$ cat config.mk
export PLATFORM = sky130hd
export DESIGN_NAME = vga_sync_rx
export DESIGN_NICKNAME = d
export VERILOG_FILES = /design/src/rtl/vga_sync_rx.sv
export SDC_FILE = /design/constraint.sdc
export NUM_CORES = 1
export LEC_CHECK = 0
export CORE_MARGIN = 8
export CORE_UTILIZATION = 46
export DETAILED_ROUTE_END_ITERATION = 16
export PLACE_DENSITY = 0.74
export SYNTH_ARGS = -nofsm -noshare
export SYNTH_HDL_FRONTEND = slang
export SYNTH_SLANG_ARGS = --single-unit
$ cat constraint.sdc
create_clock -name clk -period 3.1 [get_ports clk]
set_input_delay 0.93 -clock clk [delete_from_list [all_inputs] [get_ports clk]]
set_output_delay 0.93 -clock clk [all_outputs]
set_load 0.01 [all_outputs]
$ cat src/rtl/vga_sync_rx.sv
// vga_sync_rx: recovers 640x480@60 VGA timing from active-low hsync/vsync.
// Measures line/frame lengths, declares lock after LOCK_FRAMES consecutive good
// frames, and regenerates display-enable with pixel coordinates.
// Ports:
//   clk, rst        pixel clock, asynchronous active-high reset
//   vga_hs, vga_vs  active-low syncs, synchronous to clk
//   h_pos, v_pos    recovered horizontal/vertical counts
//   de, x, y        active-video enable and pixel coordinates (combinational)
//   locked          timing lock indicator
//   h_err, v_err    one-cycle pulses for bad line / bad frame or stray vsync
//   h_len, v_len    last measured line length (clocks) / frame length (lines)
module vga_sync_rx #(
    parameter int unsigned H_SYNC      = 96,
    parameter int unsigned H_BACK      = 48,
    parameter int unsigned H_DISP      = 640,
    parameter int unsigned H_TOTAL     = 800,
    parameter int unsigned V_SYNC      = 2,
    parameter int unsigned V_BACK      = 33,
    parameter int unsigned V_DISP      = 480,
    parameter int unsigned V_TOTAL     = 525,
    parameter int unsigned LOCK_FRAMES = 2
) (
    input  logic       clk,
    input  logic       rst,
    input  logic       vga_hs,
    input  logic       vga_vs,
    output logic [9:0] h_pos,
    output logic [9:0] v_pos,
    output logic       de,
    output logic [9:0] x,
    output logic [8:0] y,
    output logic       locked,
    output logic       h_err,
    output logic       v_err,
    output logic [9:0] h_len,
    output logic [9:0] v_len
);

    localparam int unsigned POS_W = 10;
    localparam int unsigned CNT_W = 4;
    localparam int unsigned Y_W   = 9;

    localparam logic [POS_W-1:0] POS_MAX  = '1;
    localparam logic [POS_W-1:0] H_TOT    = POS_W'(H_TOTAL);
    localparam logic [POS_W-1:0] V_TOT    = POS_W'(V_TOTAL);
    localparam logic [POS_W-1:0] H_ACT_LO = POS_W'(H_SYNC + H_BACK);
    localparam logic [POS_W-1:0] H_ACT_HI = POS_W'(H_SYNC + H_BACK + H_DISP);
    localparam logic [POS_W-1:0] V_ACT_LO = POS_W'(V_SYNC + V_BACK);
    localparam logic [POS_W-1:0] V_ACT_HI = POS_W'(V_SYNC + V_BACK + V_DISP);
    localparam logic [CNT_W-1:0] LOCK_CNT = CNT_W'(LOCK_FRAMES);
    localparam logic [CNT_W-1:0] CNT_MAX  = '1;

    typedef enum logic [1:0] {
        SEARCH = 2'd0,
        TRACK  = 2'd1,
        LOCKED = 2'd2
    } state_t;

    state_t           state_q, state_d;
    logic             hs_p1_q, hs_p1_d, hs_p2_q, hs_p2_d;
    logic             vs_p1_q, vs_p1_d, vs_p2_q, vs_p2_d;
    logic [POS_W-1:0] h_pos_q, h_pos_d, v_pos_q, v_pos_d;
    logic [POS_W-1:0] h_len_q, h_len_d, v_len_q, v_len_d;
    logic [CNT_W-1:0] good_cnt_q, good_cnt_d;
    logic             frame_bad_q, frame_bad_d;
    logic             locked_q, locked_d;
    logic             h_err_q, h_err_d, v_err_q, v_err_d;

    logic             hs_fall, vs_fall;
    logic [POS_W-1:0] h_inc, v_inc;
    logic [CNT_W-1:0] good_inc;
    logic             h_bad, v_bad;
    logic             h_act, v_act;

    // Falling-edge detect on the delayed sync samples.
    assign hs_fall  = hs_p2_q & ~hs_p1_q;
    assign vs_fall  = vs_p2_q & ~vs_p1_q;
    assign h_inc    = h_pos_q + POS_W'(1);
    assign v_inc    = v_pos_q + POS_W'(1);
    assign good_inc = (good_cnt_q == CNT_MAX) ? good_cnt_q : good_cnt_q + CNT_W'(1);
    assign h_bad    = hs_fall && (h_inc != H_TOT);
    assign v_bad    = (v_inc != V_TOT);

    // Next-state: sync pipeline, position counters, lock FSM and error pulses.
    always_comb begin
        state_d     = state_q;
        hs_p1_d     = vga_hs;
        hs_p2_d     = hs_p1_q;
        vs_p1_d     = vga_vs;
        vs_p2_d     = vs_p1_q;
        h_pos_d     = h_pos_q;
        v_pos_d     = v_pos_q;
        h_len_d     = h_len_q;
        v_len_d     = v_len_q;
        good_cnt_d  = good_cnt_q;
        frame_bad_d = frame_bad_q;
        h_err_d     = 1'b0;
        v_err_d     = 1'b0;

        if (hs_fall) begin
            h_pos_d = '0;
            h_len_d = h_inc;
            if (vs_fall) begin
                v_pos_d = '0;
                v_len_d = v_inc;
            end else if (v_pos_q != POS_MAX) begin
                v_pos_d = v_inc;
            end
        end else if (h_pos_q != POS_MAX) begin
            h_pos_d = h_inc;
        end

        case (state_q)
            SEARCH: begin
                if (vs_fall && hs_fall) begin
                    state_d     = TRACK;
                    good_cnt_d  = '0;
                    frame_bad_d = 1'b0;
                end
            end
            default: begin
                // A saturated counter means the syncs have gone away: drop silently.
                if (h_pos_q == POS_MAX || v_pos_q == POS_MAX) begin
                    state_d = SEARCH;
                end else begin
                    if (h_bad) begin
                        h_err_d     = 1'b1;
                        frame_bad_d = 1'b1;
                        if (state_q == LOCKED) begin
                            state_d    = TRACK;
                            good_cnt_d = '0;
                        end
                    end
                    if (vs_fall && !hs_fall) begin
                        v_err_d = 1'b1;
                        state_d = SEARCH;
                    end else if (vs_fall && hs_fall) begin
                        frame_bad_d = 1'b0;
                        v_err_d     = v_bad;
                        // frame_bad_q misses an h_err raised this cycle, hence h_bad too.
                        if (!v_bad && !frame_bad_q && !h_bad) begin
                            good_cnt_d = good_inc;
                            if (state_q == TRACK && good_inc == LOCK_CNT) begin
                                state_d = LOCKED;
                            end
                        end else begin
                            good_cnt_d = '0;
                            state_d    = TRACK;
                        end
                    end
                end
            end
        endcase

        locked_d = (state_d == LOCKED);
    end

    // State and output registers.
    always_ff @(posedge clk or posedge rst) begin
        if (rst) begin
            state_q     <= SEARCH;
            hs_p1_q     <= 1'b1;
            hs_p2_q     <= 1'b1;
            vs_p1_q     <= 1'b1;
            vs_p2_q     <= 1'b1;
            h_pos_q     <= '0;
            v_pos_q     <= '0;
            h_len_q     <= '0;
            v_len_q     <= '0;
            good_cnt_q  <= '0;
            frame_bad_q <= 1'b0;
            locked_q    <= 1'b0;
            h_err_q     <= 1'b0;
            v_err_q     <= 1'b0;
        end else begin
            state_q     <= state_d;
            hs_p1_q     <= hs_p1_d;
            hs_p2_q     <= hs_p2_d;
            vs_p1_q     <= vs_p1_d;
            vs_p2_q     <= vs_p2_d;
            h_pos_q     <= h_pos_d;
            v_pos_q     <= v_pos_d;
            h_len_q     <= h_len_d;
            v_len_q     <= v_len_d;
            good_cnt_q  <= good_cnt_d;
            frame_bad_q <= frame_bad_d;
            locked_q    <= locked_d;
            h_err_q     <= h_err_d;
            v_err_q     <= v_err_d;
        end
    end

    // Display window decode straight from the registered counters.
    assign h_act = (h_pos_q >= H_ACT_LO) && (h_pos_q < H_ACT_HI);
    assign v_act = (v_pos_q >= V_ACT_LO) && (v_pos_q < V_ACT_HI);
    assign de    = locked_q && h_act && v_act;
    assign x     = de ? (h_pos_q - H_ACT_LO) : '0;
    assign y     = de ? Y_W'(v_pos_q - V_ACT_LO) : '0;

    assign h_pos  = h_pos_q;
    assign v_pos  = v_pos_q;
    assign h_len  = h_len_q;
    assign v_len  = v_len_q;
    assign locked = locked_q;
    assign h_err  = h_err_q;
    assign v_err  = v_err_q;

endmodule

==> flow_summary_export.csv, run 1 <==
group,metric,value,unit
sta,setup_viol,20,
synth,ys_seq_area_share,42.6,%
power,p_total,1.75,mW
drt,dr.pass1.iters,4,
synth,postSynthAreaPerCell,8.68,sq um
drt,wl,8.76,mm
sta,finalCritPeriodShare,107,%
final_layout,n_antenna_cell,0,
clock_tree,clock_sinks,54,
sta,finalMaxSlewViolations,0,
drt,via_per_inst,5.58,
final_layout,final_cell_mix,"dfrtp_1 (50), clkdlybuf4s50_1 (46), nand2_1 (40)",
placed_design,dp_hpwl,6.42,mm
setup_path,cp-start-kind,"flip-flop",
clock_tree,root_buffer,"clkbuf_8",
synth,syn_area,3180,sq um
grt,grt_util_all_layers,18.1,%
hold_path,hold_class,"reg2reg",
final_layout,fill_cells,562,
clock_tree,clk_pin_slew,0.10,ns
clock_tree,clk_latency,0.31,ns
sta,tns,-2.93,ns
final_layout,drive_gt1_share,20.8,%
sta,fin_crit,3.33,ns
setup_path,path_class,"reg2out",
setup_path,crit_required,2.17,ns
synth,synth_edf_count,0,
sta,fmax,0.300,GHz
floorplan,rows,30,
setup_path,cp-startpoint,"v_pos[0]$_DFFE_PP0P_",
grt,grt_max_degree,55,
setup_path,r2r_cells,8,
hold_path,whs_path_depth,0,
clock_tree,cts_tree,"done",
synth,synth.distinct_cells,51,
floorplan,die_area,9840,sq um
drt,routedWlPerCell,16.3,um
drt,drt-initial-drc-count,213,
clock_tree,ctsHtreeMaxLevel,2,
drt,vias,2998,
sta,tightest_slew,0.812,ns
setup_path,arrival,2.40,ns
power,peakVddDrop,281,uV
setup_path,crit_fanout,5,
floorplan,start_util,47.1,%
setup_path,end_kind,"output pin",
final_layout,syn_to_final_growth,33.1,%
final_layout,final_common_cell,"dfrtp_1",
sta,fin_ws,-0.229,ns
synth,synthArstFlopShare,100,%
placed_design,io_buffers,66,
sta,skew,0.00397,ns
sta,maxSlewHeadroom,45.3,%
synth,ys.flop_type,"dfrtp_1",
floorplan,ioPinCount,67,
drt,ant_nets,0,
sta,rsz0062_at_grt,"yes",
status,violations,"negative setup slack",
synth,synth_warnings,0,
grt,antenna_found_initial,0,
setup_path,timing.rr.start,"v_pos[0]$_DFFE_PP0P_",
synth,netlist_instances,367,
synth,ys_ff_latch,54,
hold_path,min_from,"vs_p1_q$_DFF_PP1_",
clock_tree,clock_path_buffers,2,
floorplan,core,6760,sq um
flow_run,max-cap-violations,0,
grt,overflow,0,
floorplan,fp.dieH,99.2,um
drt,drc,0,
power,leakagePower,1.88,nW
sta,hold_slack,0.379,ns
clock_tree,cts_buffers,5,
grt,grt_pass1_vias,2896,
power,power_density,412,nW/um^2
sta,hold_violations,0,
final_layout,fin_nets,468,
synth,synth.net_count,379,
final_layout,utilization,62.7,%
grt,grt_pass1_wl,14.7,mm
floorplan,die_x,99.2,um
status,outcome,"complete, but fails checks",
placed_design,routabilityCongestion,0.870,
==> registers in the layout (all words and copies together), names as in the netlist, 2 cells and up <==
| name | count |
|---|---|
| h_len | 10 |
| h_pos | 10 |
| v_len | 10 |
| v_pos | 10 |
| good_cnt_q | 4 |
| state_q | 2 |
==> cell type report <==
class	count	area (sq um)	area share, %
tap	80	100	2.36
inverter	14	52.6	1.24
clock inverter	2	12.5	0.295
sequential	54	1360	32.0
timing repair buffer	108	905	21.3
clock buffer	6	82.6	1.95
multi-input combinational	273	1730	40.8
==> metal layers <==
layer	GRT usage (%)	vias to the layer above	share of wire (%)
met5	0	-	0
met1	22.5	1439	43
li1	-	1459	-
met4	5.59	0	1.6
met2	30.8	90	50
met3	3.49	10	5.8
==> stage by stage <==
stage                     area, sq um  worst slack (ns)  std cells
after floorplan                  3190            0.0246        367
after global placement           4100            -0.244        522
after detailed placement         4100            -0.307        522
after CTS                        4220            -0.251        535
after global routing             4240            -0.308        537
final                            4240            -0.229        537
==> kinds of logic (layout without fill, tap and decap cells) <==
group / after synthesis / in the layout / synth area share (%)
and+or+nand+nor: 150 / 150 / 23.8
AOI/OAI and AO/OA: 88 / 88 / 17.6
DFF: 54 / 54 / 42.6
buffers and inverters: 40 / 130 / 5.23
xor gates and xnor gates: 26 / 26 / 7.39
adders and majority gates: 8 / 8 / 3.14
muxes: 1 / 1 / 0.314
==> cell usage after synthesis, types with 3 or more instances <==
master    number  area [sq um]
and4_1         5          43.8
nand3_1       16          80.1
dfstp_2        4           105
nor2_1        33           124
o31ai_1        7          52.6
nand4_1        7          43.8
nand2b_1       8          50.1
a31oi_1        6          37.5
xor2_1         6          52.6
clkbuf_1      20          75.1
a21oi_1       19          95.1
o21ai_0       37           185
inv_1         13          48.8
nand2_1       41           154
nor4_1         3          18.8
nor3_1         6          30.0
buf_2          4          20.0
a211oi_1       4          30.0
and2_1         6          37.5
and3_1         7          43.8
dfrtp_1       50          1250
nand3b_1       3          22.5
ha_1           8           100
xnor2_1       19           166
nor2b_1        5          31.3
==> critical path, stage by stage (launching register included) <==
cell       delay, ns
dfrtp_1         0.40
ha_2            0.20
or4_4           0.45
buf_6           0.15
nand2_4         0.07
a31oi_4         0.07
o2111ai_2       0.19
buf_6           0.15
buf_6           0.11
inv_2           0.03
and2_1          0.14
buf_2           0.13
==> repair_timing <==
| action | in CTS | in global routing |
|---|---|---|
| endpoints found under the setup margin | 20 | 20 |
| hold buffers | 0 | 0 |
| setup buffers | 3 | 3 |
| pin swaps | 10 | 6 |
| cloned | 2 | 0 |
| gates resized for setup | 100 | 3 |
==> power breakdown <==
part	switching (mW)	internal [mW]	total, mW
Combinational	0.274	0.242	0.516
Clock	0.236	0.180	0.416
Sequential	0.0413	0.774	0.815
Total	0.551	1.20	1.75
==> path summary, 6_finish.rpt <==
| path | end | slack (ns) |
|---|---|---|
| worst min-delay path | vs_p2_q$_DFF_PP1_ | 0.38 |
| worst max-delay path | x[2] | -0.23 |
| max in group asynchronous | v_len[8]$_DFFE_PP0P_ | 1.53 |
| worst max register to register | good_cnt_q[3]$_DFFE_PP0P_ | 0.45 |
| min in group asynchronous | v_len[1]$_DFFE_PP0P_ | 1.11 |
| worst min register to register | vs_p2_q$_DFF_PP1_ | 0.38 |
Note: power is estimated with default switching activity, not from simulation.
==> inputs of run 2 (changes only) <==
--- a/config.mk
+++ b/config.mk
@@ -6,9 +6,9 @@
 export NUM_CORES = 1
 export LEC_CHECK = 0
 export CORE_MARGIN = 8
-export CORE_UTILIZATION = 46
+export CORE_UTILIZATION = 51
 export DETAILED_ROUTE_END_ITERATION = 16
-export PLACE_DENSITY = 0.74
+export PLACE_DENSITY = 0.78
 export SYNTH_ARGS = -nofsm -noshare
 export SYNTH_HDL_FRONTEND = slang
 export SYNTH_SLANG_ARGS = --single-unit
==> constraint.sdc (replaced) <==
create_clock -name clk -period 3.7 [get_ports clk]
set_input_delay 1.11 -clock clk [delete_from_list [all_inputs] [get_ports clk]]
set_output_delay 1.11 -clock clk [all_outputs]
set_load 0.01 [all_outputs]
==> run 2 against run 1 <==
  * The flow now finishes without violations
  * First-iteration DRC count fell by 37%
  * Worst setup slack better by 0.28 ns
  * Sequential share of layout area is essentially flat
  * Global-route usage rose by 1.8 points
  * Clock skew rose by 0.0091 ns
  * Via count is 0.20% higher
  * Power down 14%
==> flow_summary_export.csv, run 2 (synthesis gave the netlist of run 1 again) <==
group,metric,value,unit
status,outcome,"complete, no violations",
final_layout,fin_nets,460,
power,power_density,355,nW/um^2
floorplan,rows,28,
drt,dr.pass1.iters,4,
setup_path,end_kind,"output pin",
floorplan,fp.dieH,95.0,um
final_layout,fill_cells,437,
sta,fin_crit,3.65,ns
sta,fin_ws,0.0473,ns
power,peakVddDrop,279,uV
clock_tree,ctsHtreeMaxLevel,2,
drt,vias,3004,
hold_path,whs_path_depth,0,
final_layout,multi_input_area,1710,sq um
final_layout,syn_to_final_growth,33.0,%
setup_path,r2r_slack,1.00,ns
grt,grt_max_degree,24,
drt,ant_nets,0,
sta,maxSlewHeadroom,48.5,%
sta,skew,0.0131,ns
final_layout,drive_gt1_share,15.6,%
setup_path,rr_endpoint,"good_cnt_q[3]$_DFFE_PP0P_",
sta,hold_violations,0,
clock_tree,clock_sinks,54,
sta,hold_slack,0.378,ns
clock_tree,cts_buffers,5,
clock_tree,clk_pin_slew,0.09,ns
clock_tree,cts_tree,"done",
hold_path,hold-path-endpoint,"hs_p2_q$_DFF_PP1_",
power,leakagePower,1.91,nW
floorplan,die_x,95.0,um
placed_design,dpl_worst_slack,-0.00890,ns
placed_design,io_buffers,66,
power,clkPwrFrac,27.2,%
clock_tree,clk_latency,0.31,ns
placed_design,place_inst,507,
placed_design,routabilityCongestion,0.869,
grt,overflow,0,
setup_path,r2r_cells,9,
final_layout,seq_area,1360,sq um
floorplan,ioPinCount,67,
drt,drc,0,
final_layout,n_antenna_cell,0,
setup_path,arrival,2.54,ns
setup_path,timing.rr.start,"v_pos[0]$_DFFE_PP0P_",
sta,finalMaxSlewViolations,0,
power,p_comb_share,27.0,%
grt,grt_util_all_layers,19.9,%
power,p_seq_share,45.8,%
clock_tree,clock_path_buffers,2,
setup_path,crit_fanout,4,
floorplan,die_area,9030,sq um
floorplan,core,5990,sq um
hold_path,hold_class,"reg2reg",
power,p_switching,0.447,mW
setup_path,cp-start-kind,"flip-flop",
grt,grt_pass1_wl,14.3,mm
flow_run,max-cap-violations,0,
power,p_total,1.50,mW
power,p_int,1.06,mW
sta,fmax,0.274,GHz
placed_design,dp_hpwl,6.40,mm
clock_tree,root_buffer,"clkbuf_8",
sta,finalCritPeriodShare,98.7,%
sta,rsz0062_at_grt,"yes",
final_layout,final_common_cell,"dfrtp_1",
grt,antenna_found_initial,0,
drt,wl,8.85,mm
drt,routedWlPerCell,16.9,um
sta,tightest_slew,0.766,ns
final_layout,final_cell_mix,"dfrtp_1 (50), clkdlybuf4s50_1 (46), nand2_1 (40)",
grt,grt_pass1_vias,2904,
drt,via_per_inst,5.73,
final_layout,final-instance-count-excl-fill,524,
setup_path,crit_required,2.59,ns
floorplan,start_util,53.2,%
sta,setup_viol,0,
hold_path,min_from,"hs_p1_q$_DFF_PP1_",
power,swShare,29.7,%
drt,drt-initial-drc-count,134,
setup_path,path_class,"reg2out",
-- run 2: cell types whose count changed in the layout (fill, tap and decap cells not counted), sizes merged --
cell,change
buf,-23
bufinv,+1
clkbuf,+2
clkdlybuf4s15,+3
clkinv,-1
clkinvlp,-1
dlygate4sd2,+7
dlymetal6s2s,+4
-- run 2: power by group through the flow --
stage	clock, mW	sequential (mW)	combinational (mW)
6_report	0.409	0.689	0.406
3_5_place_dp	0	0.699	0.391
4_1_cts	0.419	0.688	0.402
2_1_floorplan	0	0.727	0.166
3_3_place_gp	0	0.695	0.384
5_1_grt	0.441	0.696	0.442
-- run 2: routing by layer --
layer  vias to the layer above  global-route usage, %  part of all wire [%]
li1                       1449                      -                     -
met1                      1412                   24.8                    43
met2                       126                   33.7                    48
met3                        17                   3.77                   7.0
met4                         0                   7.02                   2.1
met5                         -                      0                     0
-- run 2: critical path: stages (launching register included) --
cell and delay [ns]:
dfrtp_1 0.40, ha_2 0.20, or4_4 0.46, nand2_2 0.13, a31oi_2 0.12, o2111ai_4 0.31
buf_6 0.16, inv_2 0.04, and2_1 0.14, dlygate4sd2_1 0.28
-- run 2: final cells by class --
cell class              count  area share, %
repair buffers            100           21.4
inverters                  14           1.24
multi-input cells         273           40.4
clock inverters             1          0.709
flip-flops and latches     54           32.0
clock buffers               7           2.04
well taps                  75           2.22
-- run 2: how the worst max path moves through the flow --
stage | from | to | slack (ns) | depth (start not counted)
after global routing | v_pos[1]$_DFFE_PP0P_ | x[3] | -0.05 | 9
after detailed placement | v_pos[0]$_DFFE_PP0P_ | y[5] | -0.009 | 7
final | v_pos[0]$_DFFE_PP0P_ | x[3] | 0.05 | 9
after floorplan | v_pos[0]$_DFFE_PP0P_ | x[8] | 0.42 | 6
after global placement | v_pos[0]$_DFFE_PP0P_ | y[5] | 0.1 | 7
after CTS | v_pos[0]$_DFFE_PP0P_ | x[5] | -0.16 | 7
-- run 2: what timing repair did --
| action | 4_1_cts | 5_1_grt |
|---|---|---|
| resized for setup | 37 | 20 |
| gates cloned | 1 | 0 |
| buffers inserted | 4 | 4 |
| hold buffers | 0 | 0 |
| endpoints found under the hold margin | 0 | 0 |
| pin swaps | 2 | 3 |
| setup endpoints to repair | 20 | 17 |
-- run 2: per-stage QoR --
stage | area, sq um | utilization (%) | TNS (ns)
after CTS | 4190 | 69.9 | -0.619
after detailed placement | 4010 | 67.0 | -0.00890
final | 4230 | 70.7 | 0
after global routing | 4230 | 70.7 | -0.244
after global placement | 4010 | 67.0 | 0
after floorplan | 3180 | - | 0
==> inputs of run 3 (changes only) <==
--- a/config.mk
+++ b/config.mk
@@ -8,6 +8,7 @@
 export CORE_MARGIN = 8
 export CORE_UTILIZATION = 51
 export DETAILED_ROUTE_END_ITERATION = 16
+export GPL_ROUTABILITY_DRIVEN = 0
 export PLACE_DENSITY = 0.78
 export SYNTH_ARGS = -nofsm -noshare
 export SYNTH_HDL_FRONTEND = slang
==> results of run 3 <==
Same layout as run 2: the final DEF is identical, and so are final timing and power.
